--- config.mk ---
export PLATFORM = sky130hd
export DESIGN_NAME = motor_cmd_sequencer
export DESIGN_NICKNAME = d
export VERILOG_FILES = /design/src/rtl/motor_cmd_sequencer.sv
export SDC_FILE = /design/constraint.sdc
export NUM_CORES = 1
export LEC_CHECK = 0
export ABC_AREA = 1
export CAP_MARGIN = 15
export CELL_PAD_IN_SITES_DETAIL_PLACEMENT = 0
export CELL_PAD_IN_SITES_GLOBAL_PLACEMENT = 1
export CORE_ASPECT_RATIO = 0.7
export CORE_UTILIZATION = 43
export DETAILED_ROUTE_END_ITERATION = 10
export GPL_ROUTABILITY_DRIVEN = 0
export PLACE_DENSITY_LB_ADDON = 0.1
export REMOVE_ABC_BUFFERS = 1
export SYNTH_ARGS = -nofsm -noshare
export SYNTH_HDL_FRONTEND = slang
export SYNTH_SLANG_ARGS = --single-unit
--- constraint.sdc ---
create_clock -name CLK -period 3.1 [get_ports CLK]
set_input_delay 0.62 -clock CLK [delete_from_list [all_inputs] [get_ports CLK]]
set_output_delay 0.62 -clock CLK [all_outputs]
set_load 0.01 [all_outputs]
--- src/rtl/motor_cmd_sequencer.sv ---
// Motor command sequencer: arbitrates NAV/AVOID requests and ramps both
// motors one power level per refresh frame, dwelling at neutral on reversal.
module motor_ramp #(
  parameter int unsigned NEUTRAL_FRAMES = 4
) (
  input  logic              clk,
  input  logic              rst_n,
  input  logic              tick,
  input  logic signed [4:0] tgt,
  output logic signed [4:0] spd
);

  localparam int unsigned DW = $clog2(NEUTRAL_FRAMES + 1);
  localparam logic [DW-1:0] NF = DW'(NEUTRAL_FRAMES);

  typedef enum logic {
    HOLD,
    DRIVE
  } state_e;

  state_e            st_q, st_d;
  logic signed [4:0] s_q, s_d;
  logic [DW-1:0]     dwell_q, dwell_d;
  logic              same_sign;

  always_comb begin
    st_d      = st_q;
    s_d       = s_q;
    dwell_d   = dwell_q;
    same_sign = (tgt[4] == s_q[4]) && (tgt != 5'sd0);
    if (tick) begin
      unique case (st_q)
        HOLD: begin
          if (tgt != 5'sd0 && dwell_q >= NF) begin
            s_d  = tgt[4] ? -5'sd1 : 5'sd1;
            st_d = DRIVE;
          end else if (dwell_q < NF) begin
            dwell_d = dwell_q + 1'b1;
          end
        end
        DRIVE: begin
          if (same_sign) begin
            if (tgt > s_q) s_d = s_q + 5'sd1;
            else if (tgt < s_q) s_d = s_q - 5'sd1;
          end else begin
            // Target neutral or reversed: bleed off toward zero first
            s_d = s_q[4] ? s_q + 5'sd1 : s_q - 5'sd1;
          end
          if (s_d == 5'sd0) begin
            st_d    = HOLD;
            dwell_d = '0;
          end
        end
      endcase
    end
  end

  always_ff @(posedge clk or negedge rst_n) begin
    if (!rst_n) begin
      st_q    <= HOLD;
      s_q     <= 5'sd0;
      dwell_q <= '0;
    end else begin
      st_q    <= st_d;
      s_q     <= s_d;
      dwell_q <= dwell_d;
    end
  end

  assign spd = s_q;

endmodule

module motor_cmd_sequencer #(
  parameter int unsigned REFRESH_CYCLES = 1200000,
  parameter int unsigned NEUTRAL_FRAMES = 4,
  parameter int unsigned AVOID_HOLD     = 25,
  parameter int unsigned CMD_TIMEOUT    = 42
) (
  input  logic       CLK,
  input  logic       RST_N,
  input  logic       NAV_VALID,
  input  logic [4:0] NAV_MC1,
  input  logic [4:0] NAV_MC2,
  output logic       NAV_ACK,
  input  logic       AVOID_VALID,
  input  logic [4:0] AVOID_MC1,
  input  logic [4:0] AVOID_MC2,
  output logic       AVOID_ACK,
  output logic [4:0] MC1,
  output logic [4:0] MC2,
  output logic       FRAME,
  output logic       AVOID_ACTIVE,
  output logic       TIMEOUT
);

  localparam int unsigned CW =
    (REFRESH_CYCLES > 1) ? $clog2(REFRESH_CYCLES) : 1;
  localparam int unsigned LW = $clog2(AVOID_HOLD + 1);
  localparam int unsigned WW = $clog2(CMD_TIMEOUT + 1);
  localparam logic [CW-1:0] CNT_MAX = CW'(REFRESH_CYCLES - 1);
  localparam logic [LW-1:0] LOCK_V  = LW'(AVOID_HOLD);
  localparam logic [WW-1:0] WD_MAX  = WW'(CMD_TIMEOUT);

  function automatic logic signed [4:0] dec_cmd(input logic [4:0] c);
    logic signed [4:0] mag;
    mag = $signed({2'b00, c[4:2]}) + 5'sd1;
    dec_cmd = 5'sd0;
    unique case (1'b1)
      (c[1:0] == 2'b00): dec_cmd = mag;
      (c[1:0] == 2'b10): dec_cmd = -mag;
      default:           dec_cmd = 5'sd0;
    endcase
  endfunction

  // Negative levels: -s-1 is simply the bitwise inverse
  function automatic logic [4:0] enc_lvl(input logic signed [4:0] s);
    logic [2:0] p;
    p = s[4] ? ~s[2:0] : s[2:0] - 3'd1;
    if (s == 5'sd0) enc_lvl = 5'b00001;
    else            enc_lvl = {p, s[4], 1'b0};
  endfunction

  logic [CW-1:0]     cnt_q, cnt_d;
  logic signed [4:0] t1_q, t1_d, t2_q, t2_d;
  logic [LW-1:0]     lock_q, lock_d;
  logic [WW-1:0]     wd_q, wd_d;
  logic              to_q, to_d;
  logic              act_q, act_d;
  logic              nav_ack_q, avoid_ack_q;
  logic              tick_dly_q, frame_q;
  logic [4:0]        mc1_q, mc1_d, mc2_q, mc2_d;
  logic signed [4:0] s1, s2;
  logic              tick, acc_nav, acc_avoid;

  motor_ramp #(.NEUTRAL_FRAMES(NEUTRAL_FRAMES)) u_left (
    .clk   (CLK),
    .rst_n (RST_N),
    .tick  (tick),
    .tgt   (t1_q),
    .spd   (s1)
  );

  motor_ramp #(.NEUTRAL_FRAMES(NEUTRAL_FRAMES)) u_right (
    .clk   (CLK),
    .rst_n (RST_N),
    .tick  (tick),
    .tgt   (t2_q),
    .spd   (s2)
  );

  always_comb begin
    tick      = (cnt_q == CNT_MAX);
    acc_avoid = AVOID_VALID;
    acc_nav   = !AVOID_VALID && NAV_VALID && !act_q;
    cnt_d     = tick ? '0 : cnt_q + 1'b1;
    t1_d      = t1_q;
    t2_d      = t2_q;
    lock_d    = lock_q;
    wd_d      = wd_q;
    to_d      = to_q;
    if (tick && lock_q != '0) lock_d = lock_q - 1'b1;
    if (acc_avoid) begin
      t1_d   = dec_cmd(AVOID_MC1);
      t2_d   = dec_cmd(AVOID_MC2);
      lock_d = LOCK_V;
    end else if (acc_nav) begin
      t1_d = dec_cmd(NAV_MC1);
      t2_d = dec_cmd(NAV_MC2);
    end
    // A same-cycle accept beats the watchdog
    if (acc_avoid || acc_nav) begin
      wd_d = '0;
      to_d = 1'b0;
    end else if (tick && wd_q != WD_MAX) begin
      wd_d = wd_q + 1'b1;
      if (wd_d == WD_MAX) begin
        t1_d = 5'sd0;
        t2_d = 5'sd0;
        to_d = 1'b1;
      end
    end
    act_d = (lock_d != '0);
    mc1_d = enc_lvl(s1);
    mc2_d = enc_lvl(s2);
  end

  always_ff @(posedge CLK or negedge RST_N) begin
    if (!RST_N) begin
      cnt_q       <= '0;
      t1_q        <= 5'sd0;
      t2_q        <= 5'sd0;
      lock_q      <= '0;
      wd_q        <= '0;
      to_q        <= 1'b0;
      act_q       <= 1'b0;
      nav_ack_q   <= 1'b0;
      avoid_ack_q <= 1'b0;
      tick_dly_q  <= 1'b0;
      frame_q     <= 1'b0;
      mc1_q       <= 5'b00001;
      mc2_q       <= 5'b00001;
    end else begin
      cnt_q       <= cnt_d;
      t1_q        <= t1_d;
      t2_q        <= t2_d;
      lock_q      <= lock_d;
      wd_q        <= wd_d;
      to_q        <= to_d;
      act_q       <= act_d;
      nav_ack_q   <= acc_nav;
      avoid_ack_q <= acc_avoid;
      tick_dly_q  <= tick;
      frame_q     <= tick_dly_q;
      mc1_q       <= mc1_d;
      mc2_q       <= mc2_d;
    end
  end

  assign NAV_ACK      = nav_ack_q;
  assign AVOID_ACK    = avoid_ack_q;
  assign MC1          = mc1_q;
  assign MC2          = mc2_q;
  assign FRAME        = frame_q;
  assign AVOID_ACTIVE = act_q;
  assign TIMEOUT      = to_q;

endmodule

* Word level (Yosys, flattened, before mapping)
Cells that the tools add are included.
** Operators by class
- Magnitude comparators :: 8
- $add $sub $neg :: 19
- Multiplexer cells :: 58
- Bitwise operators :: 4
- Reduce and logical (&&, ||, !) cells :: 30
- Equality and inequality tests :: 17
** Operators by type and width (number)
- $mux W5 :: 30
- $pmux W5 S2 :: 6
- $mux W3 :: 8
- $add A21 B1 Y21 const B :: 1
- $eq A21 B21 Y1 const B :: 1
- $mux W21 :: 1
- $logic_not A5 Y1 :: 4
- $neg A4 Y5 :: 4
- $reduce_bool A5 Y1 :: 4
- $add A3 B1 Y4 const B :: 4
- $mux W6 :: 2
- $pmux W3 S2 :: 2
- $add A5 B2 Y5 const B :: 2
- $gt A5 B5 Y1 :: 2
- $lt A5 B5 Y1 :: 2
- $sub A5 B2 Y5 const B :: 2
- $eq A2 B2 Y1 const B :: 4
- $logic_and A1 B1 Y1 :: 8
- $logic_not A2 Y1 :: 4
- $ne A2 B1 Y1 const B :: 4
- $ne A2 B2 Y1 const B :: 4
- $reduce_and A4 Y1 :: 2
- $mux W1 :: 7
- $add A3 B1 Y3 const B :: 2
- 15 further kinds :: 26
** Word-level totals
- Register bits after elaboration :: 76
- Word-level logic and storage cells :: 155
- Output and inout port bits :: 15

* Longest topological paths before layout
Gate-level depths: netlist (run 1).
- Depth after elaboration :: 9
- Gate-level depth with buffers :: 20
- Mapped depth without buffers :: 19

* Hierarchy
A second synthesis (run 1) with hierarchy kept.
** Unflattened totals
- Cell total of the unflattened synthesis :: 753
- Area, all modules :: 5361.4 um2
** Modules (own cells, without submodules)
- motor_cmd_sequencer :: instances 1, seq. area each 1453.9 um2, cells each 433, area an instance 3319.4 um2
- motor_ramp :: instances 2, seq. area each 225.2 um2, cells each 160, area an instance 1021.0 um2

* Worst setup path after synthesis (run 1)
OpenSTA, ideal clock, no wires.
- Path type :: reg-to-reg
- Start point :: reg u_left.s_q[4] (netlist: u_left.spd[4])
- End point :: reg u_left.dwell_q[2]
- Path buffers :: 1
- Arrival :: 2.250 ns
- Library setup time :: 0.117 ns
- Required time :: 2.983 ns
- Cell stages (with the launch flop) :: 19
- Slack :: 0.733 ns
- Cell sequence :: dfrtp_1 -> buf_2 -> clkinv_1 -> ha_1 -> nand2_1 -> nor2_1 -> nand2_1 -> nand3_2 -> nand2_1 -> nand2_2 -> nand2_1 -> nand2_1 -> nand2_1 -> a21boi_2 -> nand3_1 -> nand2_2 -> nand2_1 -> nand2_1 -> nand2_1
** Between the ends
- Word-level cells in the longest chain between the ends :: 9
- Elaborated cells between the ends (all ways) :: 15
- Classes of those cells :: 2 x add/sub; 2 x order compare; 2 x eq/ne; 6 x mux; 3 x reduce/logical
** Ends and longest elaborated chain
- from (decl) :: RTL line 22 : logic signed [4:0] s_q, s_d;
- from (signal assigned) :: RTL line 61 : s_q <= 5'sd0;
- from (signal assigned) :: RTL line 65 : s_q <= s_d;
- $sub A5 B2 Y5 / $lt A5 B5 Y1 (equally long branches) :: RTL line 44, 47
- $mux W5 :: RTL line 44 : else if (tgt < s_q) s_d = s_q - 5'sd1;
- $mux W5 :: RTL line 43 : if (tgt > s_q) s_d = s_q + 5'sd1;
- $mux W5 (*) :: RTL line 42 : if (same_sign) begin
- $mux W5 (*) :: RTL line 32 : unique case (st_q)
- $mux W5 (*) :: RTL line 31 : if (tick) begin
- $logic_not A5 Y1 (*) :: RTL line 49 : if (s_d == 5'sd0) begin
- $ne A2 B2 Y1 (no source line) (*)
- $reduce_and A4 Y1 (no source line) (*)
- to (signal assigned) :: RTL line 66 : dwell_q <= dwell_d;
- to (decl) :: RTL line 23 : logic [DW-1:0] dwell_q, dwell_d;
Mark *: on every way between the ends. The rest lies on a longest branch, timed or not. The select of a mux whose other input is x is not followed.
A chain may end at the register's enable or synchronous reset.

* Worst setup path after layout (run 1)
- Start point :: reg u_left.s_q[4] (netlist: u_left.spd[4])
- End point :: reg u_left.dwell_q[0]
Same word-level chain as after synthesis.

==> results of run 1 <==
==> synthesized netlist by cell type <==
library cell / n / share of area [%]
a211oi_1: 3 / 0.45
a21boi_2: 1 / 0.23
a21oi_1: 23 / 2.3
a21oi_2: 2 / 0.35
a22oi_1: 6 / 0.91
a31oi_1: 1 / 0.13
and2_1: 1 / 0.13
buf_2: 3 / 0.30
clkbuf_1: 5 / 0.38
clkinv_1: 1 / 0.075
dfrtp_1: 74 / 37
dfstp_2: 2 / 1.1
ha_1: 27 / 6.8
inv_1: 95 / 7.2
inv_2: 6 / 0.45
mux2i_1: 1 / 0.20
nand2_1: 163 / 12
nand2_2: 9 / 1.1
nand3_1: 78 / 7.9
nand3_2: 3 / 0.60
nand3b_1: 3 / 0.45
nand4_1: 14 / 1.8
nand4_2: 1 / 0.25
nor2_1: 53 / 4.0
nor2_2: 7 / 0.88
nor3_1: 10 / 1.0
nor3_2: 1 / 0.20
nor4_1: 3 / 0.38
o211a_1: 1 / 0.20
o211ai_1: 7 / 1.1
o21a_1: 4 / 0.60
o21ai_0: 21 / 2.1
o21ai_1: 4 / 0.40
o221ai_1: 1 / 0.18
o22ai_1: 6 / 0.76
o31ai_1: 3 / 0.45
or2_2: 5 / 0.63
xnor2_1: 7 / 1.2
xor2_1: 19 / 3.3
==> layer usage <==
metal	GRT usage, %	part of all wire, %	vias to the layer above
li1	-	-	2287
met1	31.9	49	2073
met5	0	0	-
met2	33.9	43	139
met4	6.80	1.6	0
met3	4.55	6.0	15
==> power breakdown <==
part / internal [mW] / total, mW / switching [mW]
logic: 0.125 / 0.352 / 0.227
clock network: 0.804 / 1.22 / 0.412
registers: 1.01 / 1.02 / 0.0122
==> final timing paths <==
path | startpoint | end | slack (ns) | cells after the start
worst max-delay path | u_left.spd[4]$_DFFE_PN0P_ | u_left.dwell_q[0]$_DFFE_PN0P_ | 0.38 | 17
worst min-delay path | tick_dly_q$_DFF_PN0_ | FRAME$_DFF_PN0_ | 0.35 | 0
worst max register to register | u_left.spd[4]$_DFFE_PN0P_ | u_left.dwell_q[0]$_DFFE_PN0P_ | 0.38 | 17
worst min register to register | tick_dly_q$_DFF_PN0_ | FRAME$_DFF_PN0_ | 0.35 | 0
max in group asynchronous | RST_N | u_left.spd[4]$_DFFE_PN0P_ | 1.96 | 1
min in group asynchronous | RST_N | FRAME$_DFF_PN0_ | 0.42 | 1
==> worst register-to-register path, cell delays in order, from the launching register on <==
cell and delay [ns]:
dfrtp_2 0.46, clkinvlp_4 0.20, ha_1 0.42, nand2_1 0.10, nor2_1 0.16, nand2_1 0.15
nand3_2 0.13, nand2_1 0.11, nand2_2 0.13, nand2_1 0.07, nand3_1 0.08, nand3_1 0.08
nor2_1 0.11, nand3_1 0.10, nand2_2 0.11, nand2_1 0.09, nand2_1 0.07, nand2_1 0.05
==> sequential cells by signal, summed over array words and instances, names as in the netlist <==
name	count
AVOID_ACTIVE	1
u_right.dwell_q	3
AVOID_ACK	1
t1_q	5
u_right.spd	5
lock_q	5
wd_q	6
t2_q	5
u_right.st_q	1
u_left.dwell_q	3
TIMEOUT	1
FRAME	1
u_left.spd	5
cnt_q	21
u_left.st_q	1
NAV_ACK	1
MC1	5
MC2	5
tick_dly_q	1
==> stage by stage <==
| step | hold WS, ns | total power [mW] | util, % | worst slack, ns |
|---|---|---|---|---|
| after floorplan | 0.324 | 1.26 | - | 0.717 |
| after global placement | 0.333 | 1.38 | 49.7 | 0.456 |
| after detailed placement | 0.337 | 1.38 | 49.7 | 0.330 |
| after CTS | 0.351 | 2.61 | 52.7 | 0.305 |
| after global routing | 0.362 | 2.71 | 52.8 | 0.0772 |
| final | 0.350 | 2.59 | 52.8 | 0.381 |
==> placed cells by master, fill, tap and decap left out, types with 6 or more instances in the layout <==
| master | instances |
|---|---|
| a21oi_1 | 23 |
| o211ai_1 | 7 |
| clkbuf_16 | 9 |
| a22oi_1 | 6 |
| nand2_2 | 9 |
| xnor2_1 | 7 |
| o22ai_1 | 6 |
| nand2_1 | 163 |
| dfrtp_1 | 73 |
| xor2_1 | 19 |
| nor3_1 | 10 |
| nor2_1 | 53 |
| ha_1 | 27 |
| nand4_1 | 14 |
| o21ai_0 | 21 |
| nand3_1 | 78 |
| clkdlybuf4s50_1 | 37 |
| inv_1 | 95 |
| nor2_2 | 7 |
| inv_2 | 6 |
==> area by class of cell <==
| type | count | share of cell area [%] |
|---|---|---|
| clock buffer | 11 | 4.13 |
| timing repair buffer | 41 | 6.82 |
| multi-input combinational | 488 | 45.1 |
| sequential | 76 | 32.4 |
| inverter | 102 | 6.58 |
| tap | 153 | 3.26 |
| clock inverter | 4 | 1.66 |
==> what timing repair did <==
item | CTS | global route
gates resized for setup | 0 | 2
endpoints found under the hold margin | 0 | 0
setup endpoints to repair | 0 | 3
==> kinds of logic (layout without fill, tap and decap cells) <==
kind of cell	count (synthesis)	count (layout)	share of synthesized area, %
DFF	76	76	38.3
xor gates and xnor gates	26	26	4.58
adders and majority gates	27	27	6.80
buffers and inverters	110	158	8.38
muxes	1	1	0.201
AOI/OAI and AO/OA	83	83	10.1
and+or+nand+nor	351	351	31.6
==> metrics, run 1 <==
fin cells ~900; first-pass GRT wire length approximately 21,000 um; Hold Fails Final Rpt 0; Yosys reg bits 76; Congestion Overflow GR 0; IO buf count 38; Vias/cell slightly above 5; clock sink count between 70 and 80; Critical Path AT about 3.0 ns; startpoint types flip-flop; Worst Setup End Kind flip-flop; H-tree depth 3; Starting Density around 45%; DRT antenna net count 0; # rows 32; TNS Setup 0 ns; drt pass-1 iters 5; Clock Skews 0.00525 ns; Max Clock Freq roughly 370 MHz; Most Frequent Cell on Critical Path nand2_1; post-CTS setup buffer count 0; Syn Inst Count roughly 670; Tcrit/Tclk final between 80 and 90%; number of global-route vias before repair between 4,000 and 5,000; unrepaired setup endpoints after global routing false; total CTS buffers 9; Worst-Skew Late Latency approximately 0.34 ns; Pwr per Cell Area between 400 and 500 nW/um^2; Pleak roughly 2.9 nW; WL/cell between 10 and 15 um; Worst-Margin Slew just under 1 ns; GR Util All Layers between 20% and 30%; synthesized area between 4000 and 5000 sq um; Core ar. about 11,000 sq um; placed inst area approximately 5500 sq um; vias post-DR 4,514; register area ~1900 sq um; max_cap viols 0; Mean Syn Cell Area ~7.4 sq um; Worst path slowest cell dfrtp_2; Root Buffer clkbuf_16; Hold Buf Count CTS 0; Seq/Total Area, Yosys a little under two fifths; HP Class flip-flop to flip-flop; DRC 0; hpwl dp 8850 um; area grow syn2layout 18.2%; share of layout cells above drive strength 1 7.89%; clk buf depth 2; initial antenna violation count 0; CP required ~3.3 ns; max incr delay on CP roughly 0.46 ns; status complete, no violations; Final #Nets 769; # fillers 1,069; post-synthesis cell type count 39; final wirelength between 10,000 and 15,000 um; worst-path cell chain clkinvlp_4, ha_1, nand2_1, nor2_1, nand2_1, nand3_2, nand2_1, nand2_2, nand2_1, nand3_1, nand3_1, nor2_1, nand3_1, nand2_2, nand2_1, nand2_1, nand2_1; IO Count 39; Worst Path Buf+Inv 1; max-slew headroom at the worst pin between 30% and 40%; fin. max-slew vios 0; CP max FO 10; CP top delay family simple AND/OR/NAND/NOR gates; area of the multi-input gates around 2700 sq um; Die X-Extent approximately 130 um; DRT iter0 DRCs approximately 380; Die Area approximately 12,000 sq um; TritonCTS clock tree done; Inst Count DP 860; Yosys warning total 0; final instance area about 5900 sq um; Clock transition at path regs 0.06 ns; DIE HEIGHT 92.0 um; pin count of the biggest net entering global routing 77; post-route minimum period 2.72 ns; WS Path Type flip-flop to flip-flop; peak supply drop 0.298 mV; Ant. Diodes 0; Final Setup Violations 0
Power figures use the tool's default switching activity.
==> inputs of run 2 (changes only) <==
CORE_UTILIZATION = 39   (was 43)
GPL_TIMING_DRIVEN = 0   (was not set)
clock period = 2.37 ns   (was 3.1 ns; I/O delays follow)
==> run 2 against run 1 <==
Power up 26%. Flip-flop and latch count did not move. Via count is 3.3% higher. Utilization shrank 1.7 points. Clock power up 9%. Clock-buffer cell count fell by 2. Die area grew 10%. Critical path type unchanged. Largest cell class unchanged.
==> metrics, run 2 (same netlist as run 1, synthesis figures left out) <==
status complete, no violations (unchanged); final wirelength 12,900 um (was 12,000 um); Ant. Diodes 0 (unchanged); area grow syn2layout 27.5% (was 18.2%); clock sink count 76 (unchanged); FF-to-FF End u_right.dwell_q[2]$_DFFE_PN0P_ (was u_left.dwell_q[0]$_DFFE_PN0P_); pre-CTS setup slack -0.672 ns (was 0.330 ns); switching component of the power 977 uW (was 652 uW); # fillers 1,187 (was 1,069); CP required 2.60 ns (was 3.33 ns); Vias/cell 5.09 (was 5.16); peak supply drop 0.348 mV (was 0.298 mV); Worst path slowest cell dfrtp_2 (unchanged); Biggest register cnt_q (unchanged); Max Clock Freq 423 MHz (was 368 MHz); max FFs per register 21 (unchanged); Final #Nets 800 (was 769); FF-to-FF path depth 16 (was 17); worst-path cell chain clkinv_4, ha_4, a21oi_4, nand4_1, nand2_2, nand2_1, o21ai_1, nand2_1, nand2_1, nand2_1, nor2_1, nand2_1, nand2_2, nand2_2, nand2_1, nand2_1 (was clkinvlp_4, ha_1, nand2_1, nor2_1, nand2_1, nand3_2, nand2_1, nand2_2, nand2_1, nand3_1, nand3_1, nor2_1, nand3_1, nand2_2, nand2_1, nand2_1, nand2_1); Hold Fails Final Rpt 0 (unchanged); IO buf count 38 (unchanged); total CTS buffers 9 (unchanged); top flop regs cnt_q (21), wd_q (6) (unchanged); Power, Total 3.25 mW (was 2.59 mW); P_int 2.27 mW (was 1.93 mW); max-slew headroom at the worst pin 46.6% (was 34.3%); CP top delay family simple AND/OR/NAND/NOR gates (unchanged); Final Setup Violations 0 (unchanged); Worst Setup SP u_right.spd[4]$_DFFE_PN0P_ (was u_left.spd[4]$_DFFE_PN0P_); fin. max-slew vios 0 (unchanged); fin cells 916 (was 875); number of global-route vias before repair 4,308 (was 4,242); Die Area 13,200 sq um (was 12,000 sq um); Final WS setup 0.00351 ns (was 0.381 ns); share of layout cells above drive strength 1 18.8% (was 7.89%); Hold Buf Count CTS 0 (unchanged); unrepaired setup endpoints after global routing true (was false); critical path depth in cells 16 (was 17); Pleak 3.04 nW (was 2.87 nW); Starting Density 40.0% (was 44.7%); Clk pwr share 41.0% (was 47.0%); pin count of the biggest net entering global routing 47 (was 77); Die X-Extent 137 um (was 131 um); WS Path Type flip-flop to flip-flop (unchanged); H-tree depth 3 (unchanged); Reg power frac 41.0% (was 39.3%); drt pass-1 iters 5 (unchanged); Inst Count DP 867 (was 860); post-route minimum period 2.37 ns (was 2.72 ns); register area 1910 sq um (about the same); hpwl dp 9200 um (was 8850 um); CP max FO 6 (was 10); Net Sw Frac 30.1% (was 25.2%); DRT iter0 DRCs 271 (was 377); max incr delay on CP 0.39 ns (was 0.46 ns); Setup crit end u_right.dwell_q[2]$_DFFE_PN0P_ (was u_left.dwell_q[0]$_DFFE_PN0P_); Congestion Overflow GR 0 (unchanged); Worst Path Buf+Inv 1 (unchanged); GR Util All Layers 20.2% (was 22.4%); max_cap viols 0 (unchanged); Root Buffer clkbuf_16 (unchanged); Pwr per Cell Area 513 nW/um^2 (was 440 nW/um^2); Clock transition at path regs 0.07 ns (was 0.06 ns); # rows 34 (was 32); HP Class primary input to asynchronous set/reset pin (was flip-flop to flip-flop); Worst Setup End Kind flip-flop (unchanged); Most Frequent Cell on Critical Path nand2_1 (unchanged); Worst-Margin Slew 0.798 ns (was 0.985 ns); Core ar. 12,400 sq um (was 11,100 sq um); reg2reg setup slack 0.004 ns (was 0.38 ns); initial antenna violation count 0 (unchanged); DRT antenna net count 0 (unchanged); Clock Skews 0.0108 ns (was 0.00525 ns); Critical Path AT 2.60 ns (was 2.95 ns); commonest non-fill, non-tap cells in the layout 146 x nand2_1, 87 x inv_1, 74 x nand3_1 (was 163 x nand2_1, 95 x inv_1, 78 x nand3_1); IO Count 39 (unchanged); area of the multi-input gates 2880 sq um (was 2650 sq um); commonest non-fill, non-tap cell in the layout nand2_1 (unchanged); WL/cell 14.1 um (was 13.7 um); reg2reg start u_right.spd[4]$_DFFE_PN0P_ (was u_left.spd[4]$_DFFE_PN0P_); clk buf depth 2 (unchanged); Worst-Skew Late Latency 0.34 ns (about the same); vias post-DR 4,662 (was 4,514); power share of the combinational group 18.0% (was 13.6%); Tcrit/Tclk final 99.9% (was 87.7%); DIE HEIGHT 96.5 um (was 92.0 um); startpoint types flip-flop (unchanged); first-pass GRT wire length 20,700 um (was 20,800 um); TritonCTS clock tree done (unchanged); DRC 0 (unchanged)
[run 2: cell types whose count changed in the layout (fill, tap and decap cells not counted), sizes merged]
cell      before  now
buf            4   35
bufinv         3    0
clkbuf        11    9
clkinv         0    5
clkinvlp       2    1
inv          101  103
[run 2: through the flow]
stage                     setup TNS (ns)  cell area [sq um]  hold WS [ns]  utilization, %
after floorplan                  -0.0363               4940         0.178               -
after global placement           -158.21               5520         0.339            44.4
after detailed placement           -7.20               5550         0.342            44.6
after CTS                              0               6010        0.0783            48.4
after global routing              -0.885               6340        0.0910            51.0
final                                  0               6340        0.0674            51.0
[run 2: cell type report]
type,instances,area share [%]
clock buffers,9,3.55
repair buffers,72,10.4
inverters,102,6.32
flip-flops and latches,76,30.2
multi-input cells,488,45.4
well taps,162,3.20
clock inverters,7,0.928
[run 2: what timing repair did]
| action | 4_1_cts | 5_1_grt |
|---|---|---|
| endpoints found under the setup margin | 28 | 35 |
| pin swaps | 12 | 28 |
| buffers inserted | 15 | 21 |
| gates cloned | 0 | 0 |
| resized for setup | 24 | 52 |
[run 2: power groups by stage]
stage               registers [mW]  logic [mW]  clock network [mW]
floorplan                     1.35       0.302                   0
global placement              1.35       0.460                   0
detailed placement            1.35       0.473                   0
CTS                           1.33       0.531                1.37
global route                  1.33       0.655                1.43
finish                        1.33       0.586                1.33
[run 2: worst min path at each step]
| stage | from | to | depth (start not counted) |
|---|---|---|---|
| after global routing | RST_N | cnt_q[8]$_DFF_PN0_ | 1 |
| after global placement | tick_dly_q$_DFF_PN0_ | FRAME$_DFF_PN0_ | 0 |
| after CTS | RST_N | cnt_q[8]$_DFF_PN0_ | 1 |
| after detailed placement | tick_dly_q$_DFF_PN0_ | FRAME$_DFF_PN0_ | 0 |
| after floorplan | RST_N | AVOID_ACK$_DFF_PN0_ | 0 |
| final | RST_N | cnt_q[8]$_DFF_PN0_ | 1 |
[run 2: routing by layer]
| metal | part of all wire, % | wire, um | GRT usage, % |
|---|---|---|---|
| met1 | 52 | 6670 | 28.7 |
| met2 | 44 | 5610 | 31.6 |
| met3 | 3.4 | 444 | 3.44 |
| met4 | 1.1 | 148 | 5.49 |
| met5 | 0 | 0 | 0 |
[run 2: worst register-to-register path, delay by kind of cell (launching register included)]
kind                       cells  cell delay, ns
adders and majority gates      1            0.27
DFF                            1            0.39
and+or+nand+nor               12            1.27
AOI/OAI and AO/OA              2            0.26
buffers and inverters          1            0.09
